==> src/rtl/pc_ras.sv <==
// pc_ras: next-PC generator with a circular return-address stack.
//
// All state changes on the falling edge of clk. rst is asynchronous and
// active-low. Next-PC sources, chosen by branchCtl:
//   000 SEQ     pc + INC (held while halt=1)
//   001 BR_ABS  nextAdrx
//   010 BR_REL  pc + offset (offset is two's complement, full width)
//   011 JR      rfRdData0
//   100 CALL    push pc + INC, pc <= nextAdrx
//   101 RET     pop top of stack into pc (empty stack: pc + INC)
//   11x         reserved, behaves as SEQ
// Redirects (001..101) execute even while halt=1.
//
// Ports:
//   clk, rst                      clock (negedge active), async active-low reset
//   halt                          hold pc unless a redirect is requested
//   branchCtl[2:0]                next-pc select
//   nextAdrx, offset, rfRdData0   address operands, ADDR_W bits
//   pc                            current program count
//   rasCount                      valid stack entries (0..RAS_DEPTH)
//   rasOverflow, rasUnderflow     sticky push-when-full / pop-when-empty flags
//
// Optional feature, macro PC_EXC_EN: adds input exc, output epc and parameter
// EXC_VECTOR. exc=1 at a falling edge overrides branchCtl and halt: it saves
// pc into epc, loads EXC_VECTOR and leaves the stack untouched.

module pc_ras #(
  parameter int unsigned       ADDR_W     = 9,
  parameter int unsigned       INC        = 4,
  parameter int unsigned       RAS_DEPTH  = 4,
  parameter logic [ADDR_W-1:0] RESET_ADDR = '0
`ifdef PC_EXC_EN
  ,
  parameter logic [ADDR_W-1:0] EXC_VECTOR = ADDR_W'(9'h1F0)
`endif
) (
  input  logic                           clk,
  input  logic                           rst,
  input  logic                           halt,
  input  logic [2:0]                     branchCtl,
  input  logic [ADDR_W-1:0]              nextAdrx,
  input  logic [ADDR_W-1:0]              offset,
  input  logic [ADDR_W-1:0]              rfRdData0,
`ifdef PC_EXC_EN
  input  logic                           exc,
  output logic [ADDR_W-1:0]              epc,
`endif
  output logic [ADDR_W-1:0]              pc,
  output logic [$clog2(RAS_DEPTH):0]     rasCount,
  output logic                           rasOverflow,
  output logic                           rasUnderflow
);

  localparam int unsigned PW = $clog2(RAS_DEPTH);
  localparam int unsigned CW = PW + 1;
  localparam logic [CW-1:0] FULL = CW'(RAS_DEPTH);

  typedef enum logic [2:0] {
    SEQ    = 3'b000,
    BR_ABS = 3'b001,
    BR_REL = 3'b010,
    JR     = 3'b011,
    CALL   = 3'b100,
    RET    = 3'b101,
    RSV6   = 3'b110,
    RSV7   = 3'b111
  } brCtl_e;

  brCtl_e              ctl;
  logic [ADDR_W-1:0]   rasMem [RAS_DEPTH];
  logic [PW-1:0]       rasPtr;
  logic [PW-1:0]       pushSlot;
  logic [ADDR_W-1:0]   pcInc;
  logic [ADDR_W-1:0]   pcNext;
  logic                doPush;
  logic                doPop;
  logic                setOvf;
  logic                setUnd;

  assign ctl      = brCtl_e'(branchCtl);
  assign pcInc    = pc + ADDR_W'(INC);
  assign pushSlot = rasPtr + 1'b1;

  always_comb begin
    pcNext = pc;
    doPush = 1'b0;
    doPop  = 1'b0;
    setOvf = 1'b0;
    setUnd = 1'b0;
    case (ctl)
      BR_ABS: pcNext = nextAdrx;
      BR_REL: pcNext = pc + offset;
      JR:     pcNext = rfRdData0;
      CALL: begin
        pcNext = nextAdrx;
        doPush = 1'b1;
        setOvf = (rasCount == FULL);
      end
      RET: begin
        // RET is a redirect, so an empty-stack RET advances even under halt.
        if (rasCount == '0) begin
          pcNext = pcInc;
          setUnd = 1'b1;
        end else begin
          pcNext = rasMem[rasPtr];
          doPop  = 1'b1;
        end
      end
      SEQ, RSV6, RSV7: begin
        if (!halt) pcNext = pcInc;
      end
    endcase
`ifdef PC_EXC_EN
    if (exc) begin
      pcNext = EXC_VECTOR;
      doPush = 1'b0;
      doPop  = 1'b0;
      setOvf = 1'b0;
      setUnd = 1'b0;
    end
`endif
  end

  always_ff @(negedge clk or negedge rst) begin
    if (!rst) begin
      pc           <= RESET_ADDR;
      rasPtr       <= '0;
      rasCount     <= '0;
      rasOverflow  <= 1'b0;
      rasUnderflow <= 1'b0;
`ifdef PC_EXC_EN
      epc          <= '0;
`endif
    end else begin
      pc <= pcNext;
      // A push on a full stack still advances the pointer, so the oldest
      // entry is the one overwritten; the count saturates.
      if (doPush) begin
        rasPtr <= pushSlot;
        if (rasCount != FULL) rasCount <= rasCount + 1'b1;
      end else if (doPop) begin
        rasPtr   <= rasPtr - 1'b1;
        rasCount <= rasCount - 1'b1;
      end
      if (setOvf) rasOverflow  <= 1'b1;
      if (setUnd) rasUnderflow <= 1'b1;
`ifdef PC_EXC_EN
      if (exc) epc <= pc;
`endif
    end
  end

  // Stack contents need no reset; validity is tracked by rasCount.
  always_ff @(negedge clk) begin
    if (doPush) rasMem[pushSlot] <= pcInc;
  end

endmodule

==> config.mk <==
export PLATFORM = sky130hd
export DESIGN_NAME = pc_ras
export DESIGN_NICKNAME = d
export VERILOG_FILES = /design/src/rtl/pc_ras.sv
export SDC_FILE = /design/constraint.sdc
export NUM_CORES = 1
export LEC_CHECK = 0
export BUFFER_PORTS_ARGS = -buffer_cell sky130_fd_sc_hd__buf_2
export CAP_MARGIN = 20
export CORE_ASPECT_RATIO = 0.6
export CORE_MARGIN = 1
export CORE_UTILIZATION = 40
export DETAILED_ROUTE_END_ITERATION = 10
export HOLD_SLACK_MARGIN = 0.05
export SLEW_MARGIN = 20
export SYNTH_ARGS = -nofsm -noshare
export SYNTH_HDL_FRONTEND = slang
export SYNTH_SLANG_ARGS = --single-unit
export TNS_END_PERCENT = 100
==> constraint.sdc <==
create_clock -name clk -period 2.5 [get_ports clk]
set_input_delay 0.5 -clock clk [delete_from_list [all_inputs] [get_ports clk]]
set_output_delay 0.5 -clock clk [all_outputs]
set_load 0.005 [all_outputs]
# Yosys cells after proc, flatten, opt, wreduce, memory -nomap -nowiden
# Memory sizes are Yosys's and may differ from the RTL's.
# Cells that the tools add are included.
[totals]
ff_bits = 16
mem_bits_rw = 36
in_bits = 33
out_inout_bits = 14
word_cells = 45
n_memories = 1
[classes]
add_sub_neg = 6
n_eq_ne = 11
muxes = 16
n_reduce_logical = 6
[memory_table]
columns = ["name", "depth", "word_bits", "read_ports", "rd_ports_with_merged_regs", "wr", "line_no", "text"]
rows = [
  ["rasMem", 4, 9, 1, 0, 1, "70", "logic [ADDR_W-1:0] rasMem [RAS_DEPTH];"],
]
[op_table]
columns = ["operator", "n"]
rows = [
  ["9-bit case mux with 5 select lines", 1],
  ["9-bit two-way mux", 2],
  ["3-bit == test (second input constant)", 5],
  ["9-bit by 3-bit adder with 9-bit output (second input constant)", 1],
  ["9-bit adder", 1],
  ["3-bit two-way mux", 3],
  ["1-bit two-way mux", 8],
  ["3-bit by 2-bit == test with 1-bit output (second input constant)", 2],
  ["3-bit zero test", 2],
  ["2-bit two-way mux", 2],
  ["3-bit by 1-bit adder with 3-bit output (second input constant)", 1],
  ["3-bit by 1-bit == test with 1-bit output (second input constant)", 1],
  ["3-bit != test (second input constant)", 1],
  ["3-bit OR reduction", 1],
  ["3-bit by 1-bit subtractor with 3-bit output (second input constant)", 1],
  ["2-bit by 1-bit adder with 2-bit output (second input constant)", 1],
  ["2-bit by 1-bit != test with 1-bit output (second input constant)", 1],
  ["2-bit != test (second input constant)", 1],
  ["2-bit AND reduction", 1],
  ["2-bit nonzero test", 1],
  ["2-bit OR reduction", 1],
  ["2-bit by 1-bit subtractor with 2-bit output (second input constant)", 1],
]

# Longest topological paths before layout
# Gate-level depths: netlist of run 1.
[depth]
word_depth = 5
depth_mapped = 10
ltp_nobuf = 8

==> flow_summary.toml, run 1 <==
[status]
status = "complete, but fails checks"
violations = "setup timing"

[routing]
vias_per_cell = 5.291
num_vias = 2778
dr.pass1.iters = 4
wl_um = 9064
drc = 0
wire_per_inst_um = 17.26
detail_route.iter0.violations = 188
ant_nets = 0

[sta]
finalHoldViolCount = 0
worst_slew_pin_slew_ps = 831.3
clock_skew_ps = 63.70
slew_headroom_pct = 44.46
setup_violations = 26
setup_tns_ps = -5200
maxSlewViolCount = 0
setup_slack_ps = -650.7
rsz0062_at_grt = "true"

[final_layout]
fillers = 631
antenna_cells = 0
final_common_cell = "buf_4"
final_nets = 468
areaGrowthSynthToFinish_pct = 50.31
drive_above_1_share_pct = 46.08
layoutNonFillerInstCount = 525
layout_common_cells = "buf_4 (64), inv_1 (42), buf_2 (40), edfxtp_1 (36), nand2_1 (24)"

[critical_path]
worst-endpoint-required_ps = 1410
reg2reg_setup_slack_ps = 160
startpoint_type = "input port"
r2r-start = "pc[0]"
reg2reg_depth = 9
worst-path-max-fanout = 3
path_class = "input port to flop"
end_kind = "flop"
crit_arrival_ps = 2060
r2r-end = "pc[8]"

[min_path]
hold_start = "rasUnderflow"
hold_end = "rasUnderflow"
hold_path_class = "flop to flop"
hold_depth = 1

[clock_tree]
clock-sinks = 52
htree_levels = 2
root_buffer = "clkbuf_16"
cts_made_buffers = 5
worst_skew_pair.late_latency_ps = 380
clockBufferDepth = 2
cts_tree = "yes"
clkTransAtPathRegs_ps = 50

[synth]
synth_edf_count = 36
synth_top_area_share_pct = 35.48
ys_seq_area_share_pct = 48.62
async_flop_share_pct = 30.77
ys_types = 57
synth_warnings = 0
syn-num-nets = 310
post_synth.cell_area_avg_um2 = 11.63
synth.area.top_cells = "edfxtp_1 (35%), dfrtn_1 (13%), mux4_2 (6.7%)"
syn_inst = 262
synth-seq-cells = 52
netlist.top_cell.by_area = "edfxtp_1"
netlist_area_um2 = 3047
synth_flop_cell = "edfxtp_1"

[power]
totalPowerFinal_mw = 4.040
p_per_area_nw_per_um2 = 882.1
peakVddDrop_mv = 0.3936
leakagePower_nw = 2.009

[floorplan]
start_util_pct = 41.58
io_pins = 47
fp.dieH_um = 69.60
fp.dieArea_um2 = 7981
die_x_um = 114.7
num_rows = 24
core_area_um2 = 7327

[placed_design]
dp_cells = 458
portBuffers = 46
hpwlAfterDp_um = 6234
gp_congestion = 0.8757

[grt]
grt_pass1_wl_um = 13770
overflow = 0
grt_usage_pct = 23.27
grt_pass1_vias = 2666
grt_max_degree = 18
antenna_found_initial = 0

[flow_run]
cap_violations = 0
[critical path: stages]
cell      delay [ps]
buf_6             90
ha_4             150
fa_2             350
a21oi_2          180
o211ai_1         140
a211o_1          300
a221oi_2         250
a221oi_2          90
[layer usage]
metal	part of all wire [%]	GRT usage, %	vias up
li1	-	-	1329
met5	0	0	-
met3	5.3	4.633	6
met2	43	33.47	94
met4	0.99	6.061	0
met1	50	35.60	1349
[area by class of cell]
class,count,area (µm²),share of cell area [%]
inverters,7,26.28,0.5738
multi-input cells,193,1698,37.08
repair buffers,125,950.9,20.77
flip-flops and latches,52,1481,32.35
clock inverters,39,167.7,3.661
well taps,104,130.1,2.842
clock buffers,5,125.1,2.732
[how the worst max path moves through the flow]
| stage | slack, ps | startpoint | cells after the start | endpoint |
|---|---|---|---|---|
| floorplan | -890 | offset[0] | 7 | pc[8] |
| global placement | -1050 | offset[0] | 8 | pc[8] |
| detailed placement | -1080 | offset[0] | 8 | pc[8] |
| CTS | -650 | offset[0] | 8 | pc[8] |
| global route | -720 | offset[0] | 8 | pc[8] |
| finish | -650 | offset[0] | 8 | pc[8] |
[where the power goes]
part           leakage, nW  switching, mW  internal [mW]
clock                0.265          0.499          0.460
combinational         1.23          0.902          0.914
sequential           0.515          0.117           1.15
[synth_stat cells (all sizes together), types with 5 or more instances]
cell type	n
a21oi	18
and2	5
buf	9
dfrtn	16
edfxtp	36
ha	13
inv	8
mux2	5
mux4	9
nand2	24
nand3	5
nor2	21
o211ai	5
o21ai	9
xnor2	8
[cell families (layout without fill, tap and decap cells)]
| group | count (synthesis) | after routing | share of synthesized area, % |
|---|---|---|---|
| mux | 14 | 14 | 8.501 |
| flops | 52 | 52 | 48.62 |
| fa+ha+maj | 15 | 15 | 6.653 |
| simple gates | 75 | 79 | 12.24 |
| xor+xnor | 10 | 10 | 2.875 |
| buf+inv | 21 | 176 | 3.737 |
| compound gates | 75 | 75 | 17.37 |
[flip-flops by register name, indices dropped and copies added, names as in the netlist]
name / flops
pc: 9
rasCount: 3
rasMem: 36
rasOverflow: 1
rasPtr: 2
rasUnderflow: 1
[repair_timing]
| action | CTS | global route |
|---|---|---|
| hold buffers | 0 | 0 |
| cloned | 0 | 5 |
| resized for setup | 39 | 11 |
| setup endpoints to repair | 63 | 58 |
| pin swaps | 37 | 20 |
| setup buffers | 12 | 9 |
[per-stage QoR]
stage | setup slack, ps | cell area [µm²] | util, % | hold slack (ps)
floorplan | -885.8 | 3178 | - | 426.7
global placement | -1045 | 3871 | 52.83 | 417.4
detailed placement | -1085 | 3871 | 52.83 | 423.8
CTS | -649.7 | 4419 | 60.31 | 423.9
global route | -718.5 | 4579 | 62.50 | 454.9
finish | -650.7 | 4579 | 62.50 | 422.8
No activity file was read; power rests on OpenSTA's default activity.
==> run 2: changes to the inputs <==
--- a/config.mk
+++ b/config.mk
@@ -8,7 +8,7 @@
 export BUFFER_PORTS_ARGS = -buffer_cell sky130_fd_sc_hd__buf_2
 export CAP_MARGIN = 20
 export CORE_ASPECT_RATIO = 0.6
-export CORE_MARGIN = 1
+export CORE_MARGIN = 5
 export CORE_UTILIZATION = 40
 export DETAILED_ROUTE_END_ITERATION = 10
 export HOLD_SLACK_MARGIN = 0.05
==> flow_summary.toml, run 2 (synthesis gave the netlist of run 1 again) <==
[grt]
overflow = 0
grt_pass1_vias = 2731
grt_usage_pct = 19.26
grt_max_degree = 18
antenna_found_initial = 0
grt_pass1_wl_um = 14290

[flow_run]
cap_violations = 0

[power]
pwr-share-seq_pct = 30.5
switchingPower_mw = 1.551
intPower_mw = 2.571
p_per_area_nw_per_um2 = 880.6
p_clk_share_pct = 23.2
p_sw_share_pct = 37.63
leakagePower_nw = 2.047
peakVddDrop_mv = 0.4859
combPwrFrac_pct = 46.3
totalPowerFinal_mw = 4.122

[placed_design]
dp_cells = 464
gp_congestion = 0.8687
hpwlAfterDp_um = 6392
portBuffers = 46

[critical_path]
startpoint_type = "input port"
crit_arrival_ps = 2210
worst-path-max-fanout = 3
worst-endpoint-required_ps = 1570
end_kind = "flop"
path_class = "input port to flop"

[floorplan]
num_rows = 24
io_pins = 47
fp.dieArea_um2 = 9519
start_util_pct = 41.58
core_area_um2 = 7327
fp.dieH_um = 77.60
die_x_um = 122.7

[routing]
num_vias = 2773
drc = 0
wl_um = 9094
detail_route.iter0.violations = 223
vias_per_cell = 5.262
ant_nets = 0
wire_per_inst_um = 17.26
dr.pass1.iters = 4

[clock_tree]
root_buffer = "clkbuf_16"
cts_made_buffers = 5
cts_tree = "yes"
clkTransAtPathRegs_ps = 60
worst_skew_pair.late_latency_ps = 380
htree_levels = 2
clockBufferDepth = 2
clock-sinks = 52

[sta]
finalHoldViolCount = 0
worst_slew_pin_slew_ps = 644.4
setup_slack_ps = -636.6
setup_violations = 27
maxSlewViolCount = 0
slew_headroom_pct = 56.73
setup_tns_ps = -5023
clock_skew_ps = 65.74
rsz0062_at_grt = "true"

[final_layout]
drive_above_1_share_pct = 50.12
layoutNonFillerInstCount = 527
final_nets = 470
largest_reg_flops = 36
layout_common_cells = "buf_4 (68), inv_1 (41), buf_2 (41), edfxtp_1 (36), nand2_1 (21)"
final_common_cell = "buf_4"
antenna_cells = 0
largestRegisters = "rasMem: 36 flops, pc: 9 flops, rasCount: 3 flops"
regMostFlops = "rasMem"
areaGrowthSynthToFinish_pct = 53.63

[min_path]
hold_path_class = "flop to flop"

[status]
status = "complete, but fails checks"
violations = "setup timing"
## run 2: stage by stage
stage               area, µm²  hold slack [ps]  util (%)  setup slack, ps
floorplan                3178            426.7         -           -885.8
global placement         3929            407.7     53.62            -1045
detailed placement       3929            415.0     53.62            -1071
CTS                      4541            415.2     61.97           -624.9
global route             4681            439.7     63.88           -695.5
finish                   4681            414.0     63.88           -636.6
## run 2: final timing paths
path	start	endpoint	slack, ps	cells past startpoint
max reg2reg	pc[0]	pc[8]	190	9
max in group asynchronous	rst	rasPtr[0]	910	1
min reg2reg	rasOverflow	rasOverflow	410	1
min in group asynchronous	rst	pc[2]	1250	1
max	offset[0]	pc[8]	-640	8
min	rasOverflow	rasOverflow	410	1
## run 2: final cells by class
class	count	area (µm²)
fillers	587	2646
inverters	7	26.28
flip-flops and latches	52	1481
clock buffers	5	125.1
well taps	104	130.1
repair buffers	127	947.2
clock inverters	39	167.7
multi-input cells	193	1803
## run 2: worst max-delay path, stage by stage
cell and delay [ps]:
buf_6 100, ha_4 150, fa_2 350, a21oi_2 180, o211ai_1 140, and4b_1 200, or3_1 360, a221oi_2 240
## run 2: timing repair
item                       in CTS  in global routing
pin swaps                      34                 19
setup endpoints to repair      62                 35
hold buffers                    0                  0
gates cloned                    3                  1
resized for setup              46                 30
buffers inserted               13                  7
## run 2: power groups by stage
stage	logic (mW)	clock network, mW	registers, mW
2_1_floorplan	0.920	0.0887	1.29
3_3_place_gp	1.58	0.0887	1.27
3_5_place_dp	1.59	0.0887	1.27
4_1_cts	1.76	0.981	1.26
5_1_grt	2.09	1.08	1.28
6_report	1.91	0.958	1.26
## run 2: per-layer routing
layer  global-route usage, %  wire [µm]  up-vias
met5                       0          0        -
met4                   5.587        117        0
met3                   3.706        752       13
met2                   28.50       4024       97
met1                   28.68       4199     1325
li1                        -          -     1338
==> run 3: changes to the inputs <==
--- a/config.mk
+++ b/config.mk
@@ -12,7 +12,7 @@
 export CORE_UTILIZATION = 40
 export DETAILED_ROUTE_END_ITERATION = 10
 export HOLD_SLACK_MARGIN = 0.05
-export SLEW_MARGIN = 20
+export MAX_ROUTING_LAYER = met4
 export SYNTH_ARGS = -nofsm -noshare
 export SYNTH_HDL_FRONTEND = slang
 export SYNTH_SLANG_ARGS = --single-unit
==> flow_summary.toml, run 3 (synthesis gave the netlist of run 1 again) <==
[sta]
setup_violations = 26
setup_slack_ps = -655.4
finalHoldViolCount = 0
rsz0062_at_grt = "true"
maxSlewViolCount = 0
worst_slew_pin_slew_ps = 695.3
slew_headroom_pct = 53.32
setup_tns_ps = -5056
clock_skew_ps = 69.42

[grt]
grt_use_met2_pct = 29.86
grt_pass1_wl_um = 14500
antenna_found_initial = 0
busiest_layer = "met2"
grt_util_met3_pct = 3.198
grt_pass1_vias = 2735
grt_max_degree = 19
grt_usage_pct = 20.21
met1_usage_pct = 29.59
overflow = 0

[critical_path]
crit_arrival_ps = 2070
worst-endpoint-required_ps = 1410
worst-path-max-fanout = 3
path_class = "input port to flop"
reg2reg_depth = 9
startpoint_type = "input port"
r2r-end = "pc[8]"
reg2reg_setup_slack_ps = 140
r2r-start = "pc[0]"
end_kind = "flop"

[flow_run]
cap_violations = 0

[clock_tree]
worst_skew_pair.late_latency_ps = 380
ctsHoldBuffers = 0
clockBufferDepth = 2
cts_made_buffers = 5
clock-sinks = 52
htree_levels = 2
clkTransAtPathRegs_ps = 60
cts_tree = "yes"
root_buffer = "clkbuf_16"

[routing]
wire_per_inst_um = 17.16
detail_route.iter0.violations = 258
num_vias = 2703
wl_um = 9025
drc = 0
dr.pass1.iters = 4
ant_nets = 0
vias_per_cell = 5.139

[min_path]
hold_start = "rasOverflow"
hold_path_class = "flop to flop"
hold_end = "rasOverflow"
hold_depth = 1

[final_layout]
areaGrowthSynthToFinish_pct = 50.47
antenna_cells = 0
layout_common_cells = "buf_4 (72), inv_1 (42), buf_2 (41), edfxtp_1 (36), nand2_1 (24)"
largestRegisters = "rasMem: 36 flops, pc: 9 flops, rasCount: 3 flops"
largest_reg_flops = 36
regMostFlops = "rasMem"
fillers = 620
fin_area_um2 = 4584
final_common_cell = "buf_4"
final_nets = 469
drive_above_1_share_pct = 46.92

[power]
p_per_area_nw_per_um2 = 899.6
leakagePower_nw = 2.020
peakVddDrop_mv = 0.5200

[placed_design]
hpwlAfterDp_um = 6458
pre_cts_slack_ps = -1085
gp_congestion = 0.9049
portBuffers = 46
placed_cell_area_um2 = 3936

[floorplan]
start_util_pct = 41.58
core_area_um2 = 7327
fp.dieH_um = 77.60
io_pins = 47
die_x_um = 122.7
fp.dieArea_um2 = 9519
num_rows = 24

[status]
status = "complete, but fails checks"
violations = "setup timing"
==> run 3: changes by cell type in the layout (fill, tap and decap cells not counted), sizes merged <==
cell and change:
clkinv -1, clkinvlp -1, buf -1, inv +2
==> run 3: metal layers <==
metal	vias to the layer above	share of wire [%]	wire length (µm)
met1	1286	50	4517
met3	2	5.8	527
li1	1329	-	-
met5	-	0	0
met4	0	0.38	34
met2	86	44	3946
==> run 3: how the worst max path moves through the flow <==
stage / from / to / slack [ps]
final: offset[0] / pc[8] / -660
after global routing: offset[0] / pc[8] / -700
after CTS: offset[0] / pc[8] / -660
after detailed placement: offset[0] / pc[8] / -1080
after global placement: offset[0] / pc[8] / -1050
after floorplan: offset[0] / pc[8] / -890
==> run 3: cell type report <==
class	count	area (µm²)	share of cell area, %
sequential	52	1481	32.31
timing repair buffer	126	920.9	20.09
inverter	7	26.28	0.5731
clock inverter	39	171.4	3.739
multi-input combinational	193	1729	37.72
tap	104	130.1	2.838
clock buffer	5	125.1	2.729
==> run 3: worst max-delay path, stage by stage <==
cell	delay [ps]
buf_6	100
ha_4	150
fa_2	370
a21oi_2	170
o211ai_1	130
a211o_1	290
a221oi_2	260
a221oi_2	90
==> run 3: power breakdown <==
part / leakage (nW) / switching (mW) / total [mW] / internal (mW)
Combinational: 1.23 / 0.937 / 1.89 / 0.953
Sequential: 0.515 / 0.104 / 1.25 / 1.15
Clock: 0.271 / 0.508 / 0.981 / 0.473
==> run 3: per-stage QoR <==
step	power [mW]	hold WS, ps	utilization (%)	cells
floorplan	2.302	426.7	-	262
global placement	2.943	408.6	53.72	465
detailed placement	2.964	413.1	53.72	465
CTS	4.019	413.5	61.07	525
global route	4.442	455.7	62.57	526
finish	4.124	410.1	62.57	526
==> run 3: timing repair <==
| action | 4_1_cts | 5_1_grt |
|---|---|---|
| gates resized for setup | 29 | 20 |
| pin swaps | 32 | 13 |
| cloned | 4 | 0 |
| buffers inserted | 15 | 6 |
| endpoints found under the setup margin | 62 | 46 |
